`src/rtl/mem_arbiter_if.sv`:
```
// Bus bundle for mem_arbiter: fetch port, data port and the single-port memory command.
// The slave modport is the arbiter's view; master is the requester/memory side.
interface mem_arbiter_if #(
  parameter int unsigned ADDR_W = 10
);
  logic              halted;
  logic              if_req;
  logic [ADDR_W-1:0] if_addr;
  logic              if_gnt;
  logic              if_rvalid;
  logic [31:0]       if_rdata;
  logic              d_req;
  logic              d_we;
  logic [ADDR_W-1:0] d_addr;
  logic [31:0]       d_wdata;
  logic              d_gnt;
  logic              d_rvalid;
  logic [31:0]       d_rdata;
  logic              mem_en;
  logic              mem_we;
  logic [ADDR_W-1:0] mem_addr;
  logic [31:0]       mem_wdata;
  logic [31:0]       mem_rdata;

  modport slave (
    input  halted, if_req, if_addr, d_req, d_we, d_addr, d_wdata, mem_rdata,
    output if_gnt, if_rvalid, if_rdata, d_gnt, d_rvalid, d_rdata,
           mem_en, mem_we, mem_addr, mem_wdata
  );

  modport master (
    output halted, if_req, if_addr, d_req, d_we, d_addr, d_wdata, mem_rdata,
    input  if_gnt, if_rvalid, if_rdata, d_gnt, d_rvalid, d_rdata,
           mem_en, mem_we, mem_addr, mem_wdata
  );
endinterface

```
`src/rtl/mem_arbiter.sv`:
```
// Fetch/data arbiter for a shared single-port memory with data-stage priority.
// Define MEM_ARB_STARVE_EN to force one fetch transaction after STARVE_LIMIT denied cycles.
module mem_arbiter #(
  parameter int unsigned ADDR_W       = 10,
  parameter int unsigned STARVE_LIMIT = 4
) (
  input  logic         clk1,
  input  logic         rst,
  mem_arbiter_if.slave bus
);

  typedef enum logic [1:0] {IDLE, OWN_IF, OWN_D} owner_t;

  owner_t owner;
  owner_t owner_next;
  logic   if_gnt_c;
  logic   d_gnt_c;
  logic   starve_force;
  logic   if_rv_q;
  logic   d_rv_q;

  // Grants are combinational so a request can transfer in the same cycle it is owned.
  assign if_gnt_c = (owner == OWN_IF) && bus.if_req && !bus.halted;
  assign d_gnt_c  = (owner == OWN_D) && bus.d_req;

`ifdef MEM_ARB_STARVE_EN
  localparam int unsigned CNT_W = $clog2(STARVE_LIMIT + 1);

  logic [CNT_W-1:0] starve_cnt;
  logic             if_denied;

  assign if_denied = bus.if_req && !bus.halted && !if_gnt_c;
  // The cycle that brings the count to the limit hands the next cycle to fetch.
  assign starve_force = if_denied && ((32'(starve_cnt) + 32'd1) >= STARVE_LIMIT);

  always_ff @(posedge clk1 or posedge rst) begin
    if (rst) begin
      starve_cnt <= '0;
    end else if (if_gnt_c || bus.halted) begin
      starve_cnt <= '0;
    end else if (if_denied && (32'(starve_cnt) < STARVE_LIMIT)) begin
      starve_cnt <= starve_cnt + CNT_W'(1);
    end
  end
`else
  logic unused_limit;

  assign unused_limit = ^STARVE_LIMIT;
  assign starve_force = 1'b0;
`endif

  always_ff @(posedge clk1 or posedge rst) begin
    if (rst) begin
      owner <= IDLE;
    end else begin
      owner <= owner_next;
    end
  end

  always_comb begin
    owner_next = IDLE;
    if (starve_force) begin
      owner_next = OWN_IF;
    end else if (bus.d_req) begin
      owner_next = OWN_D;
    end else if (bus.if_req && !bus.halted) begin
      owner_next = OWN_IF;
    end
  end

  // Memory command follows whichever requester holds the grant this cycle.
  always_comb begin
    bus.mem_en    = 1'b0;
    bus.mem_we    = 1'b0;
    bus.mem_addr  = ADDR_W'(0);
    bus.mem_wdata = 32'd0;
    if (d_gnt_c) begin
      bus.mem_en    = 1'b1;
      bus.mem_we    = bus.d_we;
      bus.mem_addr  = bus.d_addr;
      bus.mem_wdata = bus.d_wdata;
    end else if (if_gnt_c) begin
      bus.mem_en   = 1'b1;
      bus.mem_addr = bus.if_addr;
    end
  end

  // Read data returns one cycle after the granted read; writes return nothing.
  always_ff @(posedge clk1 or posedge rst) begin
    if (rst) begin
      if_rv_q <= 1'b0;
      d_rv_q  <= 1'b0;
    end else begin
      if_rv_q <= if_gnt_c;
      d_rv_q  <= d_gnt_c && !bus.d_we;
    end
  end

  assign bus.if_gnt    = if_gnt_c;
  assign bus.d_gnt     = d_gnt_c;
  assign bus.if_rvalid = if_rv_q;
  assign bus.d_rvalid  = d_rv_q;
  assign bus.if_rdata  = if_rv_q ? bus.mem_rdata : 32'd0;
  assign bus.d_rdata   = d_rv_q ? bus.mem_rdata : 32'd0;

endmodule

```
`src/flat_wrapper.sv`:
```
// flat-port wrapper written by rule: the top's interface ports become plain ports
module mem_arbiter_flat 
#(
  parameter int unsigned ADDR_W       = 10,
  parameter int unsigned STARVE_LIMIT = 4
)
  (clk1, rst, bus_halted, bus_if_req, bus_if_addr, bus_d_req, bus_d_we, bus_d_addr, bus_d_wdata, bus_mem_rdata, bus_if_gnt, bus_if_rvalid, bus_if_rdata, bus_d_gnt, bus_d_rvalid, bus_d_rdata, bus_mem_en, bus_mem_we, bus_mem_addr, bus_mem_wdata);
  mem_arbiter_if #(.ADDR_W(ADDR_W)) bus_i ();
  input  logic clk1;
  input  logic rst;
  input wire logic [$bits(bus_i.halted)-1:0] bus_halted;
  input wire logic [$bits(bus_i.if_req)-1:0] bus_if_req;
  input wire logic [$bits(bus_i.if_addr)-1:0] bus_if_addr;
  input wire logic [$bits(bus_i.d_req)-1:0] bus_d_req;
  input wire logic [$bits(bus_i.d_we)-1:0] bus_d_we;
  input wire logic [$bits(bus_i.d_addr)-1:0] bus_d_addr;
  input wire logic [$bits(bus_i.d_wdata)-1:0] bus_d_wdata;
  input wire logic [$bits(bus_i.mem_rdata)-1:0] bus_mem_rdata;
  output wire logic [$bits(bus_i.if_gnt)-1:0] bus_if_gnt;
  output wire logic [$bits(bus_i.if_rvalid)-1:0] bus_if_rvalid;
  output wire logic [$bits(bus_i.if_rdata)-1:0] bus_if_rdata;
  output wire logic [$bits(bus_i.d_gnt)-1:0] bus_d_gnt;
  output wire logic [$bits(bus_i.d_rvalid)-1:0] bus_d_rvalid;
  output wire logic [$bits(bus_i.d_rdata)-1:0] bus_d_rdata;
  output wire logic [$bits(bus_i.mem_en)-1:0] bus_mem_en;
  output wire logic [$bits(bus_i.mem_we)-1:0] bus_mem_we;
  output wire logic [$bits(bus_i.mem_addr)-1:0] bus_mem_addr;
  output wire logic [$bits(bus_i.mem_wdata)-1:0] bus_mem_wdata;
  assign bus_i.halted = bus_halted;
  assign bus_i.if_req = bus_if_req;
  assign bus_i.if_addr = bus_if_addr;
  assign bus_i.d_req = bus_d_req;
  assign bus_i.d_we = bus_d_we;
  assign bus_i.d_addr = bus_d_addr;
  assign bus_i.d_wdata = bus_d_wdata;
  assign bus_i.mem_rdata = bus_mem_rdata;
  assign bus_if_gnt = bus_i.if_gnt;
  assign bus_if_rvalid = bus_i.if_rvalid;
  assign bus_if_rdata = bus_i.if_rdata;
  assign bus_d_gnt = bus_i.d_gnt;
  assign bus_d_rvalid = bus_i.d_rvalid;
  assign bus_d_rdata = bus_i.d_rdata;
  assign bus_mem_en = bus_i.mem_en;
  assign bus_mem_we = bus_i.mem_we;
  assign bus_mem_addr = bus_i.mem_addr;
  assign bus_mem_wdata = bus_i.mem_wdata;
  mem_arbiter #(.ADDR_W(ADDR_W), .STARVE_LIMIT(STARVE_LIMIT)) u_core (.clk1(clk1), .rst(rst), .bus(bus_i));
endmodule
```
`config.mk`:
```
export PLATFORM = sky130hd
export DESIGN_NAME = mem_arbiter_flat
export DESIGN_NICKNAME = d
export VERILOG_FILES = /design/src/rtl/mem_arbiter_if.sv /design/src/rtl/mem_arbiter.sv /design/src/flat_wrapper.sv
export SDC_FILE = /design/constraint.sdc
export NUM_CORES = 1
export LEC_CHECK = 0
export CORE_AREA = 2 2 77 79
export CTS_BUF_LIST = sky130_fd_sc_hd__clkbuf_8
export CTS_CLUSTER_SIZE = 25
export DETAILED_ROUTE_END_ITERATION = 16
export DIE_AREA = 0 0 79 81
export DONT_BUFFER_PORTS = 1
export HOLD_SLACK_MARGIN = 0.05
export PLACE_DENSITY_LB_ADDON = 0.2
export SLEW_MARGIN = 20
export SYNTH_ARGS = -nofsm -noshare
export SYNTH_HDL_FRONTEND = slang
export SYNTH_SLANG_ARGS = --single-unit
```
`constraint.sdc`:
```
create_clock -name clk1 -period 1.57 [get_ports clk1]
set_input_delay 0.2355 -clock clk1 [delete_from_list [all_inputs] [get_ports clk1]]
set_output_delay 0.2355 -clock clk1 [all_outputs]
set_load 0.02 [all_outputs]
```
# Word level (Yosys, flattened, before mapping)
# Cells that the tools add are included.
# word_totals
register_bits,4
in_bits,90
out_inout_bits,112
elab_cells,22
# classes
eq_ne,2
muxes,10
n_reduce_logical,7
# ops
op,count
32-bit 2-to-1 mux,3
10-bit 2-to-1 mux,2
1-bit logical AND,5
1-bit 2-to-1 mux,4
2-bit by 1-bit == test with 1-bit output (second input constant),1
2-bit == test (second input constant),1
1-bit zero test,2
2-bit 2-to-1 mux,1

# Longest topological paths before layout
# Gate-level depths: netlist (run 1).
# depth
word_depth,5
mapped_depth,4
ltp_nobuf,2

# Worst setup path before layout (run 1)
# Ideal clock, no wire load.
# synth_path
path_kind,flip-flop to output port
startpoint,register u_core.owner[0]
endpoint,output port bus_mem_wdata[22]
arrival_time_ps,1138
t_required_ps,1334
path_slack_ps,196
stages_incl_launch_ff,5
path_buffers,2
cell_sequence,dfrtp_1 > and3b_1 > buf_6 > buf_2 > and2_1
# synth_between
elab_chain_len,3
# synth_rtl
item,line_no,rtl
from (decl),mem_arbiter.sv:14,owner_t owner;
from (signal assigned),mem_arbiter.sv:56,owner <= owner_next;
2-bit == test,mem_arbiter.sv:24,assign d_gnt_c = (owner == OWN_D) && bus.d_req;
1-bit logical AND,mem_arbiter.sv:24,
via bus_d_gnt,flat_wrapper.sv:22,output wire logic [$bits(bus_i.d_gnt)-1:0] bus_d_gnt;
32-bit 2-to-1 mux,mem_arbiter.sv:77,if (d_gnt_c) begin
to (decl),flat_wrapper.sv:28,output wire logic [$bits(bus_i.mem_wdata)-1:0] bus_mem_wdata;
# The timed path passes the listed nets, and every way through them passes these cells.

# Worst setup path in the final report (run 1)
# layout_path
startpoint,register u_core.owner[1]
endpoint,output port bus_mem_addr[7]
# layout_between
elab_cells_between_ends,7
cone_classes,eq/ne: 2; mux: 2; reduce/logical: 3
# layout_lines
item,line_no,rtl
2-bit == test,mem_arbiter.sv:24,
1-bit logical AND,mem_arbiter.sv:24,
via bus_d_gnt,flat_wrapper.sv:22,
10-bit 2-to-1 mux,mem_arbiter.sv:77,
to (decl),flat_wrapper.sv:27,output wire logic [$bits(bus_i.mem_addr)-1:0] bus_mem_addr;
# The timed path passes the listed nets, and every way through them passes these cells.

==> results of run 1 <==
==> path summary, 6_finish.rpt <==
kind,depth (start not counted),slack [ps],start,endpoint
hold / removal,1,90,bus_d_we,u_core.bus.d_rvalid
setup / recovery,3,30,u_core.owner[1],bus_mem_addr[7]
max in group asynchronous,2,1070,rst,u_core.bus.d_rvalid
hold reg to reg,1,640,u_core.owner[1],u_core.bus.if_rvalid
setup reg to reg,3,490,u_core.owner[0],u_core.bus.d_rvalid
min in group asynchronous,2,350,rst,u_core.owner[0]
==> cell families (layout without fill, tap and decap cells) <==
logic type	after synthesis	count (layout)	share of synthesized area (%)
flops	4	4	11.0
compound gates	10	10	9.65
simple gates	102	102	71.4
buf+inv	13	14	7.86
==> power groups by stage <==
stage          combinational, uW  clock [uW]  sequential, uW
4_1_cts                      218         217             109
2_1_floorplan                183           0             112
5_1_grt                      257         227             109
3_3_place_gp                 204           0             110
3_5_place_dp                 203           0             110
6_report                     243         217             109
==> metrics by stage <==
step                      total power, uW  utilization [%]  setup WS (ps)
after floorplan                       295                -            196
after CTS                             543             19.4          -35.9
final                                 568             21.0           25.2
after detailed placement              313             17.5            166
after global routing                  592             21.0          -22.0
after global placement                313             17.5            178
==> state kept, by name, indices dropped and copies added (netlist names) <==
name,flops
u_core.owner,2
u_core.bus.d_rvalid,1
u_core.bus.if_rvalid,1
==> timing repair <==
action / in CTS / in global routing
pin swaps: 0 / 3
gates cloned: 0 / 1
hold buffers: 2 / 0
endpoints found under the setup margin: 43 / 44
buffers inserted: 0 / 1
resized for setup: 38 / 26
hold endpoints to repair: 5 / 0
==> per-layer routing <==
layer | track usage [%] | wire, um
met4 | 1.55 | 0
met5 | 0 | 0
met1 | 6.46 | 999
met3 | 1.44 | 411
met2 | 19.8 | 2160
==> synthesized netlist by cell type <==
library cell	count	area, um^2
and3b_1	1	8.76
buf_6	2	22.5
nor3b_1	1	7.51
and4bb_2	1	12.5
buf_4	1	7.51
and2_1	97	607
a22o_1	10	87.6
inv_1	1	3.75
buf_2	3	15.0
nor2b_1	1	6.26
or2_2	1	6.26
clkbuf_1	6	22.5
dfrtp_1	4	100
==> layout make-up <==
| cell class | instances | share of cell area, % |
|---|---|---|
| multi-input cells | 112 | 70.7 |
| well taps | 75 | 7.89 |
| clock buffers | 3 | 3.47 |
| inverters | 1 | 0.315 |
| flip-flops and latches | 4 | 8.41 |
| repair buffers | 10 | 9.25 |
==> impl_metrics.toml, run 1 <==
[status]
status = "completed"

[detailed_routing]
dr.pass1.iters = 3
drt_wl_total_um = 3580
vias_per_cell = 4.61
drc = 0
post_drt_wl_per_cell_um = 17.4
vias = 946
drt_iter0_drc = 7
ant_nets = 0

[grt]
grt_start_max_net_pins = 47
track_usage_pct = 8.25
antenna_found_initial = 0
grt_pass1_vias = 766
overflow = 0
grt_pass1_wl_um = 4020

[floorplanning]
rows = 28
die_y_um = 81
ios = 202
core_area_um2 = 5680
start_util_pct = 16.0
die_x_um = 79
die-area_um2 = 6400

[timing]
fin_worst_skew_ps = 1.62
rsz0062_at_grt = "true"
hold_violations = 0
hold_slack_ps = 85.5
fin_crit_ps = 1540
setup_violations = 0
worstMarginPinSlew_ps = 267
tns_ps = 0
slew_headroom_pct = 82.3
slew_viol_final = 0
max_freq_mhz = 647
fin_crit_sh_pct = 98.4

[cells_and_area]
diodes = 0
layout.cells.non_filler = 205
regArea_um2 = 100
layout_commonest_cell = "and2_1"
syn_to_final_growth_pct = 31.2
fillerInstances = 632
layout_common_cells = "and2_1, and2_4, and2_2, a22o_2, buf_4"
design_area_um2 = 1190
multi_input_area_um2 = 841
drive_gt1_share_pct = 43.8
layout.nets = 222

[setup_path]
max_stage_delay_ps = 360
path_buf_inv = 1
end_kind = "primary output"
slowest_stage = "dfrtp_1"
crit_arrival_ps = 1310
crit_type = "flop to primary output"
cpLargestDelayFamily = "flip-flops"
crit_path_max_fanout = 24
crit_chain = "and3b_2, buf_12, a22o_2"
crit_required_ps = 1330
startpoint_type = "flop"

[synthesis]
synthesis.area_um2 = 907
syn-instance-count = 129
ys_seq_area_share_pct = 11.0
synth_cell_types = 13
syn_nets = 219
synth-seq-cells = 4
yosys_warnings = 0
avgSynthCellArea_um2 = 7.03

[clock_tree]
cts.clk_slew.worst_paths_ps = 30
htree_levels = 1
clock_path_buffers = 2
insertion_delay_ps = 210
clock-root-buffer = "clkbuf_8"
numCtsBuffers = 3
clock_sinks = 4
cts_tree = "done"

[pwr]
p_sw_uw = 210
pwr-share-seq_pct = 19.1
ir_worst_vdd_uv = 161
combPwrFrac_pct = 42.7
p_leak_uw = 0.000535
clkPwrFrac_pct = 38.2
swShare_pct = 36.9
p_per_area_nw_per_um2 = 478
p_int_uw = 359

[placed_design]
port_buffers = 0
place_area_um2 = 991
post-dp-hpwl_um = 2970
dp.cells = 198
place.gp.congestion = 0.601

[run]
maxCapViolCount = 0

[min_path]
hp-class = "primary input to flop"
(Power assumes the default switching activity.)
==> inputs of run 2 (changes only) <==
--- a/config.mk
+++ b/config.mk
@@ -5,11 +5,12 @@
 export SDC_FILE = /design/constraint.sdc
 export NUM_CORES = 1
 export LEC_CHECK = 0
-export CORE_AREA = 2 2 77 79
+export ABC_AREA = 1
+export CORE_AREA = 2 2 79 81
 export CTS_BUF_LIST = sky130_fd_sc_hd__clkbuf_8
 export CTS_CLUSTER_SIZE = 25
 export DETAILED_ROUTE_END_ITERATION = 16
-export DIE_AREA = 0 0 79 81
+export DIE_AREA = 0 0 81 83
 export DONT_BUFFER_PORTS = 1
 export HOLD_SLACK_MARGIN = 0.05
 export PLACE_DENSITY_LB_ADDON = 0.2
==> run 2 against run 1 <==
Compared with the run above: sequential share of layout area down 1.9 points; sequential power up 4%; die area up 5.1%; maximum frequency up 5.4%; total power up 8.7%; hold slack better by 1.1 ps; clock skew about the same.
==> impl_metrics.toml, run 2 <==
[clock_tree]
cts.clk_slew.worst_paths_ps = 30
clock_path_buffers = 2
cts_tree = "done"
htree_levels = 1
clock-root-buffer = "clkbuf_8"
numCtsBuffers = 3
insertion_delay_ps = 220
clock_sinks = 4

[setup_path]
crit_type = "flop to primary output"
cp-endpoint = "bus_mem_wdata[7]"
crit_arrival_ps = 1230
r2r_cells = 3
crit_path_max_fanout = 9
critPathLaunch = "u_core.owner[1]"
end_kind = "primary output"
startpoint_type = "flop"
crit_required_ps = 1330
r2r_setup_slack_ps = 460
rr_startpoint = "u_core.owner[1]"
rr_endpoint = "u_core.bus.if_rvalid"

[timing]
fin_crit_ps = 1470
worstMarginPinSlew_ps = 303
hold_violations = 0
rsz0062_at_grt = "false"
max_freq_mhz = 683
setup_violations = 0
hold_slack_ps = 86.6
fin_worst_skew_ps = 1.76
fin_ws_ps = 105
fin_crit_sh_pct = 93.3
slew_headroom_pct = 79.8
slew_viol_final = 0

[synthesis]
syn_nets = 344
synth_xor_area_share_pct = 0
synth_ff_type = "dfrtp_1"
avgSynthCellArea_um2 = 4.45
synth.area.top_cells = "inv_1, nand2_1, nor2_1"
yosysTopAreaCell = "inv_1"
synth_cell_types = 11
muxShareOfSynthArea_pct = 0
ys_seq_area_share_pct = 8.86
yosysMostFrequentCell = "inv_1"
async_reset_ff_share_pct = 100
synth-seq-cells = 4
yosys_warnings = 0
synth_top_area_share_pct = 33.9
synth-adder-area-share_pct = 0
synth_compound_area_share_pct = 0
synth-simple-area-share_pct = 49.2
synth-edff-count = 0
synthesis.area_um2 = 1130
synth_top_family_by_area = "simple AND/OR/NAND/NOR gates"
syn-instance-count = 254
synthTopCellsByCount = "inv_1, nand2_1, nor2_1"

[placed_design]
place.gp.congestion = 0.672
port_buffers = 0
post-dp-hpwl_um = 3010
place_area_um2 = 1440
dp_worst_setup_slack_ps = 71.3

[cells_and_area]
syn_to_final_growth_pct = 38.8
diodes = 0
fillerInstances = 670
layout.nets = 381
drive_gt1_share_pct = 18.7
largest_register_ffs = 2
layout_commonest_cell = "inv_1"
regArea_um2 = 101
final_core_util_pct = 27.0
design_area_um2 = 1570
regMostFlops = "u_core.owner"
layout_common_cells = "inv_1, nand2_1, buf_4, nor2_1"
multi_input_area_um2 = 598

[pwr]
power.total_uw = 618
swShare_pct = 40.8
clkPwrFrac_pct = 34.6
p_per_area_nw_per_um2 = 394
p_leak_uw = 0.00136
pwr-share-seq_pct = 18.4
p_int_uw = 366
combPwrFrac_pct = 47.0
ir_worst_vdd_uv = 287
p_sw_uw = 252

[floorplanning]
core_area_um2 = 5820
die-area_um2 = 6720
die_y_um = 83
start_util_pct = 19.4
die_x_um = 81
ios = 202
rows = 28

[grt]
top_usage_layer = "met2"
grtUsageMet1_pct = 9.07
grt_start_max_net_pins = 34
overflow = 0
use_met2_pct = 22.7
grt_pass1_wl_um = 5690
track_usage_pct = 10.4
gr-usage-met3_pct = 2.83
antenna_found_initial = 0
grt_pass1_vias = 1331

[detailed_routing]
dr.pass1.iters = 4
post_drt_wl_per_cell_um = 10.7
drt_iter0_drc = 33
vias = 1484
vias_per_cell = 4.08
ant_nets = 0
drt_wl_total_um = 3910
drc = 0

[status]
status = "completed"

[run]
maxCapViolCount = 0

[min_path]
hp-class = "primary input to flop"
run 2: cell types whose count changed in the layout (fill, tap and decap cells not counted), moves of 16 or more:
cell | before | now
inv_1 | 1 | 101
nand2_1 | 0 | 73
and2_1 | 64 | 0
buf_4 | 6 | 41
nor2_1 | 0 | 35
and2_4 | 17 | 0
and2_2 | 16 | 0
run 2: worst min-delay path by stage:
stage / start / cells after the start / endpoint / slack [ps]
2_1_floorplan: rst / 1 / u_core.bus.d_rvalid / 2
6_report: bus_d_we / 1 / u_core.bus.d_rvalid / 90
4_1_cts: bus_d_we / 1 / u_core.bus.d_rvalid / 80
3_3_place_gp: rst / 1 / u_core.bus.if_rvalid / 20
5_1_grt: bus_d_we / 1 / u_core.bus.d_rvalid / 80
3_5_place_dp: rst / 1 / u_core.bus.if_rvalid / 30
run 2: timing repair:
item,4_1_cts,5_1_grt
pin swaps,2,1
hold buffers,2,0
setup endpoints to repair,45,31
cloned,1,1
resized for setup,3,6
hold endpoints to repair,5,0
setup buffers,3,0
run 2: cells by family (layout without fill, tap and decap cells):
| logic type | after synthesis | after routing |
|---|---|---|
| buf+inv | 116 | 149 |
| flops | 4 | 4 |
| simple gates | 134 | 136 |
run 2: critical path, cell delays in order, from the launching register on:
cell and delay (ps):
dfrtp_2 460, nand3_2 230, nor2_1 160, buf_4 160
run 2: final cells by class:
| type | count | area share (%) |
|---|---|---|
| inverter | 102 | 24.6 |
| sequential | 4 | 6.46 |
| multi-input combinational | 136 | 38.1 |
| timing repair buffer | 44 | 22.2 |
| clock buffer | 3 | 2.63 |
| tap | 75 | 5.99 |
run 2: metal layers:
| metal | part of all wire [%] | routed length, um |
|---|---|---|
| met5 | 0 | 0 |
| met4 | 0 | 0 |
| met2 | 57 | 2250 |
| met3 | 8.8 | 343 |
| met1 | 34 | 1320 |
run 2: metrics by stage:
step / TNS [ps] / cells
after detailed placement: 0 / 354
after CTS: -613 / 363
after global routing: 0 / 364
after global placement: 0 / 354
final: 0 / 364
after floorplan: 0 / 254
run 2: power by group through the flow:
stage / registers, uW / clock network (uW) / logic, uW
finish: 113 / 214 / 291
global route: 114 / 232 / 319
CTS: 112 / 221 / 291
detailed placement: 111 / 0 / 275
global placement: 111 / 0 / 274
floorplan: 113 / 0 / 210
==> inputs of run 3 (changes only) <==
--- a/config.mk
+++ b/config.mk
@@ -13,7 +13,7 @@
 export DIE_AREA = 0 0 81 83
 export DONT_BUFFER_PORTS = 1
 export HOLD_SLACK_MARGIN = 0.05
-export PLACE_DENSITY_LB_ADDON = 0.2
+export PLACE_DENSITY = 0.3
 export SLEW_MARGIN = 20
 export SYNTH_ARGS = -nofsm -noshare
 export SYNTH_HDL_FRONTEND = slang
==> run 3 against run 2 <==
Compared with the run above: critical path depth grew 2; die area is the same; total power down 1.9%; register-to-register slack improved by 40 ps; combinational power decreased by 3%; critical endpoint is now bus_mem_wdata[0].
==> impl_metrics.toml, run 3 (synthesis gave the netlist of run 2 again) <==
[timing]
worstMarginPinSlew_ps = 308
rsz0062_at_grt = "false"
setup_violations = 0
fin_crit_ps = 1440
slew_viol_final = 0
fin_ws_ps = 128
slew_headroom_pct = 79.5
max_freq_mhz = 694
fin_crit_sh_pct = 91.8
fin_worst_skew_ps = 3.19
hold_violations = 0
tns_ps = 0

[cells_and_area]
syn_to_final_growth_pct = 34.3
drive_gt1_share_pct = 15.7
largest_register_ffs = 2
layout.cells.non_filler = 361
layout.nets = 378
diodes = 0
regMostFlops = "u_core.owner"
fillerInstances = 683
design_area_um2 = 1520
layout_common_cells = "inv_1, nand2_1, buf_4, nor2_1"
layout_commonest_cell = "inv_1"

[clock_tree]
clock-root-buffer = "clkbuf_8"
insertion_delay_ps = 220
post_cts_buffers = 0
clock_sinks = 4
htree_levels = 1
clock_path_buffers = 2
numCtsBuffers = 3
cts.clk_slew.worst_paths_ps = 30
cts_tree = "done"

[setup_path]
slowest_stage = "dfrtp_1"
crit_type = "flop to primary output"
path_buf_inv = 3
crit_required_ps = 1330
crit_arrival_ps = 1210
max_stage_delay_ps = 340
crit_path_max_fanout = 36
crit_chain = "inv_1, nand3_4, buf_6, nor2_1, buf_4"
end_kind = "primary output"
startpoint_type = "flop"
cpLargestDelayFamily = "buffers and inverters"

[pwr]
p_per_area_nw_per_um2 = 400
power.total_uw = 607
ir_worst_vdd_uv = 295
p_leak_uw = 0.00135

[placed_design]
dp.cells = 356
dp_worst_setup_slack_ps = 270
port_buffers = 0
place.gp.congestion = 0.666
post-dp-hpwl_um = 3170
place_area_um2 = 1450

[grt]
antenna_found_initial = 0
grt_pass1_wl_um = 5620
track_usage_pct = 10.2
grt_start_max_net_pins = 37
overflow = 0
grt_pass1_vias = 1268

[detailed_routing]
drt_iter0_drc = 44
vias_per_cell = 4.05
dr.pass1.iters = 4
post_drt_wl_per_cell_um = 10.8
ant_nets = 0
drc = 0
vias = 1461
drt_wl_total_um = 3910

[floorplanning]
die_x_um = 81
rows = 28
die-area_um2 = 6720
core_area_um2 = 5820
start_util_pct = 19.4
die_y_um = 83
ios = 202

[run]
maxCapViolCount = 0

[status]
status = "completed"

[min_path]
hp-class = "primary input to flop"
-- run 3: layout make-up --
class / count / area (um^2) / area share, %
Multi-Input combinational cell: 134 / 556 / 36.6
Inverter: 102 / 383 / 25.2
Timing Repair Buffer: 43 / 344 / 22.7
Sequential cell: 4 / 100 / 6.60
Tap cell: 75 / 93.8 / 6.18
Clock buffer: 3 / 41.3 / 2.72
-- run 3: final timing paths --
path / from / end / slack, ps / cells after the start
worst max-delay path: u_core.owner[0] / bus_mem_wdata[0] / 130 / 5
worst min-delay path: bus_d_we / u_core.bus.d_rvalid / 80 / 1
worst max register to register: u_core.owner[1] / u_core.bus.if_rvalid / 500 / 4
worst min register to register: u_core.owner[0] / u_core.bus.d_rvalid / 790 / 4
max in group asynchronous: rst / u_core.owner[1] / 1050 / 2
min in group asynchronous: rst / u_core.bus.if_rvalid / 360 / 2
-- run 3: worst reg2reg max path, stage by stage, from the launching register on --
cell	delay [ps]
dfrtp_1	400
nor2_1	120
buf_4	180
nand2_1	90
inv_1	180
-- run 3: per-stage QoR --
stage               hold slack [ps]  utilization [%]
detailed placement             27.1             25.0
global route                   82.7             26.1
finish                         82.9             26.1
global placement               27.9             25.0
CTS                            81.7             26.0
floorplan                      1.58                -
-- run 3: metal layers --
| layer | share of wire [%] | track usage [%] | vias up |
|---|---|---|---|
| li1 | - | - | 743 |
| met2 | 56 | 21.9 | 110 |
| met5 | 0 | 0 | - |
| met3 | 9.4 | 2.83 | 0 |
| met1 | 34 | 9.47 | 608 |
| met4 | 0 | 0.462 | 0 |
-- run 3: what timing repair did --
item / CTS / global route
resized for setup: 0 / 1
hold buffers: 2 / 0
endpoints found under the setup margin: 0 / 30
hold endpoints to repair: 5 / 0
-- run 3: report_power, final --
| group | switching (uW) | internal, uW |
|---|---|---|
| logic | 193 | 89.4 |
| clock network | 50.9 | 163 |
| registers | 2.54 | 107 |
| total | 246 | 360 |
